## config.mk

```make
export PLATFORM = sky130hd
export DESIGN_NAME = lod_seq_scan
export DESIGN_NICKNAME = d
export VERILOG_FILES = /design/src/rtl/lod_seq_scan.sv
export SDC_FILE = /design/constraint.sdc
export NUM_CORES = 1
export LEC_CHECK = 0
export ABC_AREA = 1
export CAP_MARGIN = 20
export CORE_ASPECT_RATIO = 1.4
export CORE_UTILIZATION = 40
export CTS_CLUSTER_SIZE = 30
export DETAILED_ROUTE_END_ITERATION = 7
export PLACE_DENSITY = 0.71
export SYNTH_ARGS = -nofsm -noshare
export SYNTH_HDL_FRONTEND = slang
export SYNTH_SLANG_ARGS = --single-unit
```

## constraint.sdc

```tcl
create_clock -name clk -period 2.56 [get_ports clk]
set_input_delay 0.384 -clock clk [delete_from_list [all_inputs] [get_ports clk]]
set_output_delay 0.384 -clock clk [all_outputs]
set_load 0.01 [all_outputs]
```

## src/rtl/lod_seq_scan.sv

```systemverilog
// Sequential leading-one detector: scans one nibble per cycle, MS nibble first.
// Optional Mitchell mantissa output is enabled by defining LOD_SEQ_MANT_EN.
module lod_seq_scan #(
  parameter int unsigned DATA_W = 16,
  parameter int unsigned POS_W  = $clog2(DATA_W)
) (
  input  logic              clk,
  input  logic              rst,
  input  logic              in_valid,
  output logic              in_ready,
  input  logic [DATA_W-1:0] in_data,
  output logic              out_valid,
  input  logic              out_ready,
  output logic [POS_W-1:0]  out_pos,
  output logic              out_zero,
  output logic [DATA_W-2:0] out_mant
);

  localparam int unsigned NIB = DATA_W / 4;
  localparam int unsigned K_W = (NIB > 1) ? $clog2(NIB) : 1;

  localparam logic [1:0] S_IDLE = 2'd0;
  localparam logic [1:0] S_SCAN = 2'd1;
  localparam logic [1:0] S_DONE = 2'd2;

  logic [1:0]        state;
  logic [1:0]        state_nx;
  logic [DATA_W-1:0] opnd;
  logic [K_W-1:0]    k;
  logic [3:0]        nib;
  logic              nib_hit;
  logic [1:0]        nib_pos;
  logic [POS_W-1:0]  hit_pos;

  // Single nibble LOD slice on the currently selected nibble.
  assign nib     = 4'(opnd >> {k, 2'b00});
  assign nib_hit = |nib;
  assign nib_pos = (nib[3] | nib[2]) ? {1'b1, nib[3]} : {1'b0, nib[1]};
  assign hit_pos = POS_W'({k, nib_pos});

  // Acceptance is suppressed while reset is held, even once the FSM sits in IDLE.
  assign in_ready = (state == S_IDLE) && !rst;

  always_ff @(posedge clk) begin
    if (rst) state <= S_IDLE;
    else     state <= state_nx;
  end

  always_comb begin
    state_nx = state;
    case (state)
      S_IDLE:  if (in_valid)           state_nx = S_SCAN;
      S_SCAN:  if (nib_hit || k == '0) state_nx = S_DONE;
      S_DONE:  if (out_ready)          state_nx = S_IDLE;
      default:                         state_nx = S_IDLE;
    endcase
  end

  // Operand latch, nibble index and result registers.
  always_ff @(posedge clk) begin
    if (rst) begin
      opnd      <= '0;
      k         <= '0;
      out_valid <= 1'b0;
      out_pos   <= '0;
      out_zero  <= 1'b0;
    end else begin
      case (state)
        S_IDLE: begin
          if (in_valid) begin
            opnd <= in_data;
            k    <= K_W'(NIB - 1);
          end
        end
        S_SCAN: begin
          if (nib_hit) begin
            out_pos   <= hit_pos;
            out_zero  <= 1'b0;
            out_valid <= 1'b1;
          end else if (k == '0) begin
            out_pos   <= '0;
            out_zero  <= 1'b1;
            out_valid <= 1'b1;
          end else begin
            k <= k - 1'b1;
          end
        end
        S_DONE: begin
          if (out_ready) out_valid <= 1'b0;
        end
        default: out_valid <= 1'b0;
      endcase
    end
  end

`ifdef LOD_SEQ_MANT_EN
  logic [POS_W-1:0]  mant_sh;
  logic [DATA_W-1:0] mant_full;
  logic [DATA_W-2:0] mant_q;

  // Left-align the bits below the leading one so they form the fraction.
  assign mant_sh   = POS_W'(DATA_W - 1) - hit_pos;
  assign mant_full = opnd << mant_sh;

  always_ff @(posedge clk) begin
    if (rst) begin
      mant_q <= '0;
    end else if (state == S_SCAN) begin
      if (nib_hit)         mant_q <= mant_full[DATA_W-2:0];
      else if (k == '0)    mant_q <= '0;
    end
  end

  assign out_mant = mant_q;
`else
  assign out_mant = '0;
`endif

endmodule

```

==> flow_summary.ini, run 1 <==
[place]
port_buffers = 26
place_congestion = 0.860
placed_cells_incl_taps = 240
placed_area_um2 = 1520
dpl.hpwl_mm = 1.73

[routing]
firstDrtPassIters = 6
drt_drc_violations_left = 2
routed_via_density = 4.51
postRouteAntennaNets = 0
detail_route.wl_per_cell_um = 9.35
detailroute.via_count = 1095
totalWireLength_mm = 2.27
drt_iter0_markers = 26

[timing]
max_slew_margin_pct = 66.1
clock_skew_ps = 1.57
grt_setup_unrepaired = false
period_needed_ps = 2060
post-route-period-util_pct = 80.5
fin_setup_tns_ps = 0
final-max-slew-violation-count = 0
report.final.setup_viol = 0
timing.final.hold_violations = 0
timing.fmax_ghz = 0.485
worst_pin_slew_ps = 508

[hold_path]
min_to = out_zero
hold_path_depth = 2
hp-class = flip-flop to flip-flop
holdCritStartpoint = out_zero

[critical_path]
critical_path.slowest_cell = clkdlybuf4s50_1
cp-startpoint = rst
reg2reg_from = k[0]
timing.critical_path.from_type = primary input
worst_r2r_endpoint = k[0]
rr_worst_depth = 11
cp_common_cell = clkdlybuf4s50_1
timing.critical_path.depth = 3
crit_arrival_ps = 1680
path_cells = clkdlybuf4s50_1, nor3_1, clkdlybuf4s50_1
critical_path_required_ps = 2180
crit_type = primary input to output port
cp.buffers_inverters = 2
rrSetupSlack_ps = 970
max_stage_delay_ps = 560
cp_max_fo = 9
worstSetupEndpointType = output port
cpLargestDelayFamily = buffers and inverters

[final_layout]
most_common_cell_after_layout_fill_and_taps_aside = nor2_1
fillers = 332
num-nets-final = 227
finish.cell_count_without_fillers = 243
layout-area-overhead-vs-synth_pct = 20.0
layout_common_cells = nor2_1 (41), nand2_1 (29), clkdlybuf4s50_1 (26), dfxtp_1 (26), o21ai_0 (16)
final_design_area_no_fill_um2 = 1560
fraction_of_final_layout_cells_sized_beyond_drive_strength_1_pct = 10.3
num_antenna_cells = 0

[yosys]
synth_area_um2 = 1300
async_flop_share_pct = 0
ys_types = 25
postSynthAreaPerCell_um2 = 7.13
synth_ff_type = dfxtp_1
synth_edf_count = 0
part_of_the_yosys_area_used_for_sequential_elements_pct = 40.1
yosysWarnings = 0
ys_seq_elements = 26
postSynthCellCount = 182

[power_and_ir_drop]
p_per_area_nw_per_um2 = 599
cellLeakagePower_nw = 0.656
worst_ir_drop_vdd_mv = 0.244

[global_routing]
first_global_vias = 988
grt_start_max_net_pins = 21
antenna_found_initial = 0
grt_remaining_overflow = 0
grt_first_pass_wirelength_mm = 4.02
grt_usage_pct = 15.3

[clock_tree]
tritoncts_sinks = 26
post_cts_resize_count = 0
postCtsSetupBuffers = 0
postCtsHoldBufs = 0
ctsRootBufferMaster = clkbuf_8
cts.path.max_buffers = 2
clkSlewWorstSetupHoldPaths_ps = 80
tritoncts = yes
tritoncts.num_buffers = 3
max_h_tree_level = 1
insertion_delay_ps = 260

[die]
top_level_ports = 42
initial_utilization_pct = 41.9
die_area_um2 = 3480
die_height_um = 69.4
floorplan.core_area_um2 = 3090
placement_rows = 24
chipWidth_um = 50.1

[job]
timing.max_cap.violations = 0

[outcome]
failing_checks = DRC
run_status = complete, but fails checks
through the flow:
step	util (%)	power (mW)	hold WS, ps	worst slack [ps]
final	50.3	0.932	461	498
after global routing	50.3	1.00	483	434
after CTS	50.3	0.943	463	490
after detailed placement	49.0	0.724	446	506
after global placement	49.0	0.722	444	498
after floorplan	-	0.670	455	1330
worst max path at each step:
| stage | endpoint | slack, ps |
|---|---|---|
| after floorplan | k[0] | 1330 |
| after global routing | in_ready | 430 |
| after detailed placement | in_ready | 510 |
| final | in_ready | 500 |
| after CTS | in_ready | 490 |
| after global placement | in_ready | 500 |
cell families after synthesis:
kind of cell / share of synthesized area [%]
flip-flops: 40.1
buffers and inverters: 14.7
AO/OA/AOI/OAI: 10.7
other: 0.289
AND/OR/NAND/NOR: 33.3
adder cells (fa/ha/maj): 0.964
worst reg2reg max path, delay by kind of cell (launching register included):
| family | cells | cell delay, ps |
|---|---|---|
| DFF | 1 | 600 |
| and+or+nand+nor | 10 | 790 |
| buffers and inverters | 1 | 100 |
Yosys cell counts, types with 2 or more instances:
master / instances / area share (%)
nor2_1: 41 / 12
nand2_1: 29 / 8.4
dfxtp_1: 26 / 40
o21ai_0: 16 / 6.2
buf_4: 15 / 8.7
nand3_1: 12 / 4.6
nand2_2: 8 / 3.9
a21oi_1: 6 / 2.3
inv_1: 6 / 1.7
clkbuf_1: 4 / 1.2
inv_2: 3 / 0.87
nand3_2: 2 / 1.5
nor2_4: 2 / 1.7
metal layers:
layer,global-route usage (%),part of all wire [%]
met1,15.6,41
met2,27.9,53
met3,2.19,3.8
met4,9.52,2.4
met5,0,0
registers in the layout, indices dropped and copies added, names as in the netlist:
name       flops
state          2
out_valid      1
out_zero       1
k              2
opnd          16
out_pos        4
power breakdown:
part | switching [mW] | internal, mW | leakage (nW)
sequential | 0.0290 | 0.443 | 0.215
combinational | 0.137 | 0.104 | 0.419
clock | 0.115 | 0.105 | 0.0216
cell type report:
| class | instances | area [µm²] | share of cell area [%] |
|---|---|---|---|
| Clock buffer | 3 | 41.3 | 2.65 |
| Inverter | 11 | 46.3 | 2.97 |
| Multi-Input combinational cell | 138 | 639 | 41.1 |
| Sequential cell | 26 | 520 | 33.4 |
| Tap cell | 39 | 48.8 | 3.14 |
| Timing Repair Buffer | 26 | 260 | 16.7 |
Power figures use the tool's default switching activity.
==> run 2: changes to the inputs <==
==> constraint.sdc (replaced) <==
create_clock -name clk -period 2.1 [get_ports clk]
set_input_delay 0.315 -clock clk [delete_from_list [all_inputs] [get_ports clk]]
set_output_delay 0.315 -clock clk [all_outputs]
set_load 0.01 [all_outputs]
==> run 2 against run 1 <==
Compared with the run above: the run now ends clean; flip-flop and latch count unchanged; cell count rose by 0.82%; sequential share of layout area fell by 0.45 points; first-iteration DRC count decreased by 69%; total power up 27%; via count up 3.9%; core utilization rose by 0.69 points; routed wire length increased by 1.3%; global-route usage rose by 0.22 points; die area unchanged; critical path type unchanged; largest power group unchanged.
==> flow_summary.ini, run 2 (synthesized netlist as in run 1, its figures left out) <==
[critical_path]
timing.critical_path.from_type = primary input
rrSetupSlack_ps = 510
critical_path_required_ps = 1780
crit_arrival_ps = 1420
crit_type = primary input to output port
cp_common_cell = clkdlybuf4s50_1
cpLargestDelayFamily = buffers and inverters
worst_r2r_endpoint = k[1]
max_stage_delay_ps = 550
path_cells = clkdlybuf4s50_1, nor3_1, clkdlybuf4s50_1
cp_max_fo = 2
reg2reg_from = k[0]
critical_path.slowest_cell = clkdlybuf4s50_1
cp.buffers_inverters = 2
rr_worst_depth = 11
worstSetupEndpointType = output port

[clock_tree]
insertion_delay_ps = 270
postCtsHoldBufs = 0
cts.path.max_buffers = 2
tritoncts.num_buffers = 3
post_cts_resize_count = 0
max_h_tree_level = 1
ctsRootBufferMaster = clkbuf_8
tritoncts = yes
postCtsSetupBuffers = 0
clkSlewWorstSetupHoldPaths_ps = 80
tritoncts_sinks = 26

[hold_path]
min_to = out_zero
hold_path_depth = 2
holdCritStartpoint = out_zero
hp-class = flip-flop to flip-flop

[routing]
drt_iter0_markers = 8
detailroute.via_count = 1138
detail_route.wl_per_cell_um = 9.39
routed_via_density = 4.64
totalWireLength_mm = 2.30
firstDrtPassIters = 4
drt_drc_violations_left = 0
postRouteAntennaNets = 0

[timing]
timing.final.hold_violations = 0
grt_setup_unrepaired = false
post-route-period-util_pct = 82.5
period_needed_ps = 1730
clock_skew_ps = 2.27
worst_pin_slew_ps = 520
fin_setup_tns_ps = 0
final-max-slew-violation-count = 0
timing.final.ws_setup_ps = 367
timing.fmax_ghz = 0.577
report.final.setup_viol = 0
max_slew_margin_pct = 65.3

[die]
top_level_ports = 42
floorplan.core_area_um2 = 3090
chipWidth_um = 50.1
die_height_um = 69.4
initial_utilization_pct = 41.9
placement_rows = 24
die_area_um2 = 3480

[place]
place_congestion = 0.851
place_ws_ps = 367
port_buffers = 26
placed_area_um2 = 1520
dpl.hpwl_mm = 1.72

[power_and_ir_drop]
cellLeakagePower_nw = 0.668
p_per_area_nw_per_um2 = 750
worst_ir_drop_vdd_mv = 0.379
power_mw = 1.18

[final_layout]
largest_reg_flops = 16
most_common_cell_after_layout_fill_and_taps_aside = nor2_1
final_design_area_no_fill_um2 = 1580
layout_common_cells = nor2_1 (41), nand2_1 (29), clkdlybuf4s50_1 (26), dfxtp_1 (26), o21ai_0 (16)
final_util_pct = 51.0
max_flop_register = opnd
fraction_of_final_layout_cells_sized_beyond_drive_strength_1_pct = 11.2
layout_top_registers = opnd (16), out_pos (4)
layout-area-overhead-vs-synth_pct = 21.6
num_antenna_cells = 0
num-nets-final = 228

[global_routing]
grt_first_pass_wirelength_mm = 4.20
grt_usage_pct = 15.5
first_global_vias = 1057
grt_start_max_net_pins = 21
grt_remaining_overflow = 0
antenna_found_initial = 0

[job]
timing.max_cap.violations = 0

[outcome]
run_status = finished clean
==> run 2: cell types whose count changed in the layout (fill, tap and decap cells not counted) <==
cell | previous run | this run
buf_4 | 0 | 1
clkbuf_8 | 3 | 4
==> run 2: layer usage <==
metal	part of all wire, %	global-route usage, %	up-vias	wire length (µm)
li1	-	-	595	-
met1	40	16.3	499	931
met2	51	27.3	34	1170
met3	4.5	2.85	10	103
met4	4.0	9.84	0	92
met5	0	0	-	0
==> run 2: worst register-to-register path, stage by stage (launching register included) <==
cell	delay (ps)
dfxtp_1	600
inv_6	100
nand2_1	80
nand3_1	100
nand2_2	110
nand2_4	70
nor2_4	110
nand2_2	70
nand2_2	90
nand2_1	60
nand2_1	50
nor2_1	50
==> run 2: area by class of cell <==
type / instances / area, µm²
inverters: 11 / 46.3
multi-input cells: 138 / 639
fillers: 322 / 1520
repair buffers: 27 / 268
well taps: 39 / 48.8
flip-flops and latches: 26 / 520
clock buffers: 4 / 55.1
==> run 2: how the worst max path moves through the flow <==
stage	startpoint	to	slack, ps	cells past startpoint
2_1_floorplan	k[0]	k[0]	870	12
3_3_place_gp	rst	in_ready	380	3
3_5_place_dp	rst	in_ready	370	3
4_1_cts	rst	in_ready	360	3
5_1_grt	state[1]	in_ready	310	2
6_report	rst	in_ready	370	3
==> run 2: per-stage QoR <==
stage,cells,hold WS [ps]
global route,245,489
CTS,245,458
detailed placement,241,445
global placement,241,443
finish,245,459
floorplan,196,455
==> run 2: power by group <==
| group | switching [mW] | total, mW | internal (mW) |
|---|---|---|---|
| Sequential | 0.0357 | 0.576 | 0.540 |
| Clock | 0.145 | 0.313 | 0.167 |
| Combinational | 0.167 | 0.295 | 0.128 |
==> run 3: changes to the inputs <==
--- a/config.mk
+++ b/config.mk
@@ -11,7 +11,7 @@
 export CORE_UTILIZATION = 40
 export CTS_CLUSTER_SIZE = 30
 export DETAILED_ROUTE_END_ITERATION = 7
-export PLACE_DENSITY = 0.71
+export PLACE_DENSITY = 0.74
 export SYNTH_ARGS = -nofsm -noshare
 export SYNTH_HDL_FRONTEND = slang
 export SYNTH_SLANG_ARGS = --single-unit
==> constraint.sdc (replaced) <==
create_clock -name clk -period 1.4 [get_ports clk]
set_input_delay 0.21 -clock clk [delete_from_list [all_inputs] [get_ports clk]]
set_output_delay 0.21 -clock clk [all_outputs]
set_load 0.01 [all_outputs]
==> run 3 against run 2 <==
Compared with the run above: the run now ends with setup timing left; critical endpoint is now k[1]; die area unchanged; setup slack worse by 410 ps; sequential power increased by 49%; register-to-register slack got worse by 550 ps; largest power group unchanged; first-iteration DRC count rose to 2.6 times the previous value; critical path type is now flip-flop to flip-flop; combinational power grew 83%; worst hold slack improved by 1.4 ps; clock-buffer cell count stayed put; cell count rose by 2.9%.
==> flow_summary.ini, run 3 (synthesized netlist as in run 1, its figures left out) <==
[outcome]
run_status = complete, but fails checks
failing_checks = setup timing

[clock_tree]
ctsRootBufferMaster = clkbuf_8
insertion_delay_ps = 260
tritoncts.num_buffers = 3
max_h_tree_level = 1
tritoncts = yes
clkSlewWorstSetupHoldPaths_ps = 90
tritoncts_sinks = 26
cts.path.max_buffers = 2
postCtsHoldBufs = 0
postCtsSetupBuffers = 0

[critical_path]
worst_r2r_endpoint = k[1]
path_cells = buf_12, inv_8, nand2_2, nand3_2, nand2_2, nand2_2, nor2_4, nand2_2, nand2_4, nand2_2, nand2_2, nor2_1
cpLargestDelayFamily = simple AND/OR/NAND/NOR gates
reg2reg_from = k[0]
rr_worst_depth = 12
timing.critical_path.from_type = flip-flop
crit_type = flip-flop to flip-flop
max_stage_delay_ps = 380
cp_max_fo = 10
critical_path.slowest_cell = dfxtp_4
critical_path_required_ps = 1560
worstSetupEndpointType = flip-flop
cp_common_cell = nand2_2
cp.buffers_inverters = 2
crit_arrival_ps = 1600
rrSetupSlack_ps = -40

[final_layout]
finish.cell_count_without_fillers = 252
final_design_area_no_fill_um2 = 1740
largest_reg_flops = 16
num_antenna_cells = 0
layout-area-overhead-vs-synth_pct = 33.8
max_flop_register = opnd
num-nets-final = 235
fraction_of_final_layout_cells_sized_beyond_drive_strength_1_pct = 22.5
layout_top_registers = opnd (16), out_pos (4)
final_util_pct = 56.1
most_common_cell_after_layout_fill_and_taps_aside = nor2_1
layout_common_cells = nor2_1 (39), clkdlybuf4s50_1 (25), dfxtp_1 (24), nand2_1 (22), o21ai_0 (16)

[routing]
postRouteAntennaNets = 0
totalWireLength_mm = 2.46
routed_via_density = 4.54
drt_drc_violations_left = 0
detail_route.wl_per_cell_um = 9.77
firstDrtPassIters = 4
detailroute.via_count = 1145
drt_iter0_markers = 21

[global_routing]
grt_start_max_net_pins = 21
first_global_vias = 1085
grt_remaining_overflow = 0
grt_first_pass_wirelength_mm = 4.14
grt_usage_pct = 15.0
antenna_found_initial = 0

[hold_path]
holdCritStartpoint = out_zero
hold_path_depth = 2
hp-class = flip-flop to flip-flop
min_to = out_zero

[place]
dpl.hpwl_mm = 1.80
placed_area_um2 = 1590
port_buffers = 26
place_congestion = 0.815
placed_cells_incl_taps = 247

[timing]
timing.final.ws_setup_ps = -40.4
post-route-period-util_pct = 103
report.final.setup_viol = 2
clock_skew_ps = 2.25
timing.final.hold_violations = 0
timing.fmax_ghz = 0.694
hold-worst-slack_ps = 461
grt_setup_unrepaired = true
final-max-slew-violation-count = 0
period_needed_ps = 1440

[die]
chipWidth_um = 50.1
initial_utilization_pct = 41.9
placement_rows = 24
die_height_um = 69.4
die_area_um2 = 3480
top_level_ports = 42
floorplan.core_area_um2 = 3090

[power_and_ir_drop]
p_per_area_nw_per_um2 = 1080
cellLeakagePower_nw = 0.738
worst_ir_drop_vdd_mv = 0.662
power_mw = 1.87

[job]
timing.max_cap.violations = 0
## run 3: how the worst max path moves through the flow
stage / from / to / cells past startpoint
after floorplan: k[0] / k[0] / 12
after detailed placement: rst / in_ready / 3
after global routing: k[0] / k[1] / 12
after global placement: rst / in_ready / 3
after CTS: k[0] / out_pos[0] / 10
final: k[0] / k[1] / 12
## run 3: final cells by class
type / instances / area, µm²
Fill cell: 304 / 1360
Multi-Input combinational cell: 138 / 696
Sequential cell: 26 / 526
Timing Repair Buffer: 34 / 362
Clock buffer: 4 / 55.1
Inverter: 11 / 48.8
Tap cell: 39 / 48.8
## run 3: through the flow
stage	setup WS (ps)	TNS, ps
after floorplan	170	0
final	-40.4	-62.9
after CTS	-15.0	-24.3
after global routing	-105	-429
after global placement	-144	-144
after detailed placement	-157	-162
## run 3: worst reg2reg max path, delay by kind of cell, from the launching register on
kind	cells	cell delay [ps]
buffers and inverters	2	170
and+or+nand+nor	10	790
DFF	1	380
## run 3: repair_timing
item,CTS,global route
pin swaps,0,8
resized for setup,3,19
endpoints found under the setup margin,4,8
gates cloned,0,1
## run 3: power breakdown
group          leakage, nW  switching, mW  internal, mW
clock network       0.0288          0.221         0.251
logic                0.494          0.293         0.248
registers            0.215         0.0491         0.812
## run 3: metal layers
layer | vias to the layer above | wire (µm) | GRT usage [%]
met5 | - | 0 | 0
met4 | 0 | 27 | 4.76
met3 | 4 | 93 | 1.97
met2 | 34 | 1340 | 29.2
met1 | 498 | 1000 | 15.6
li1 | 609 | - | -
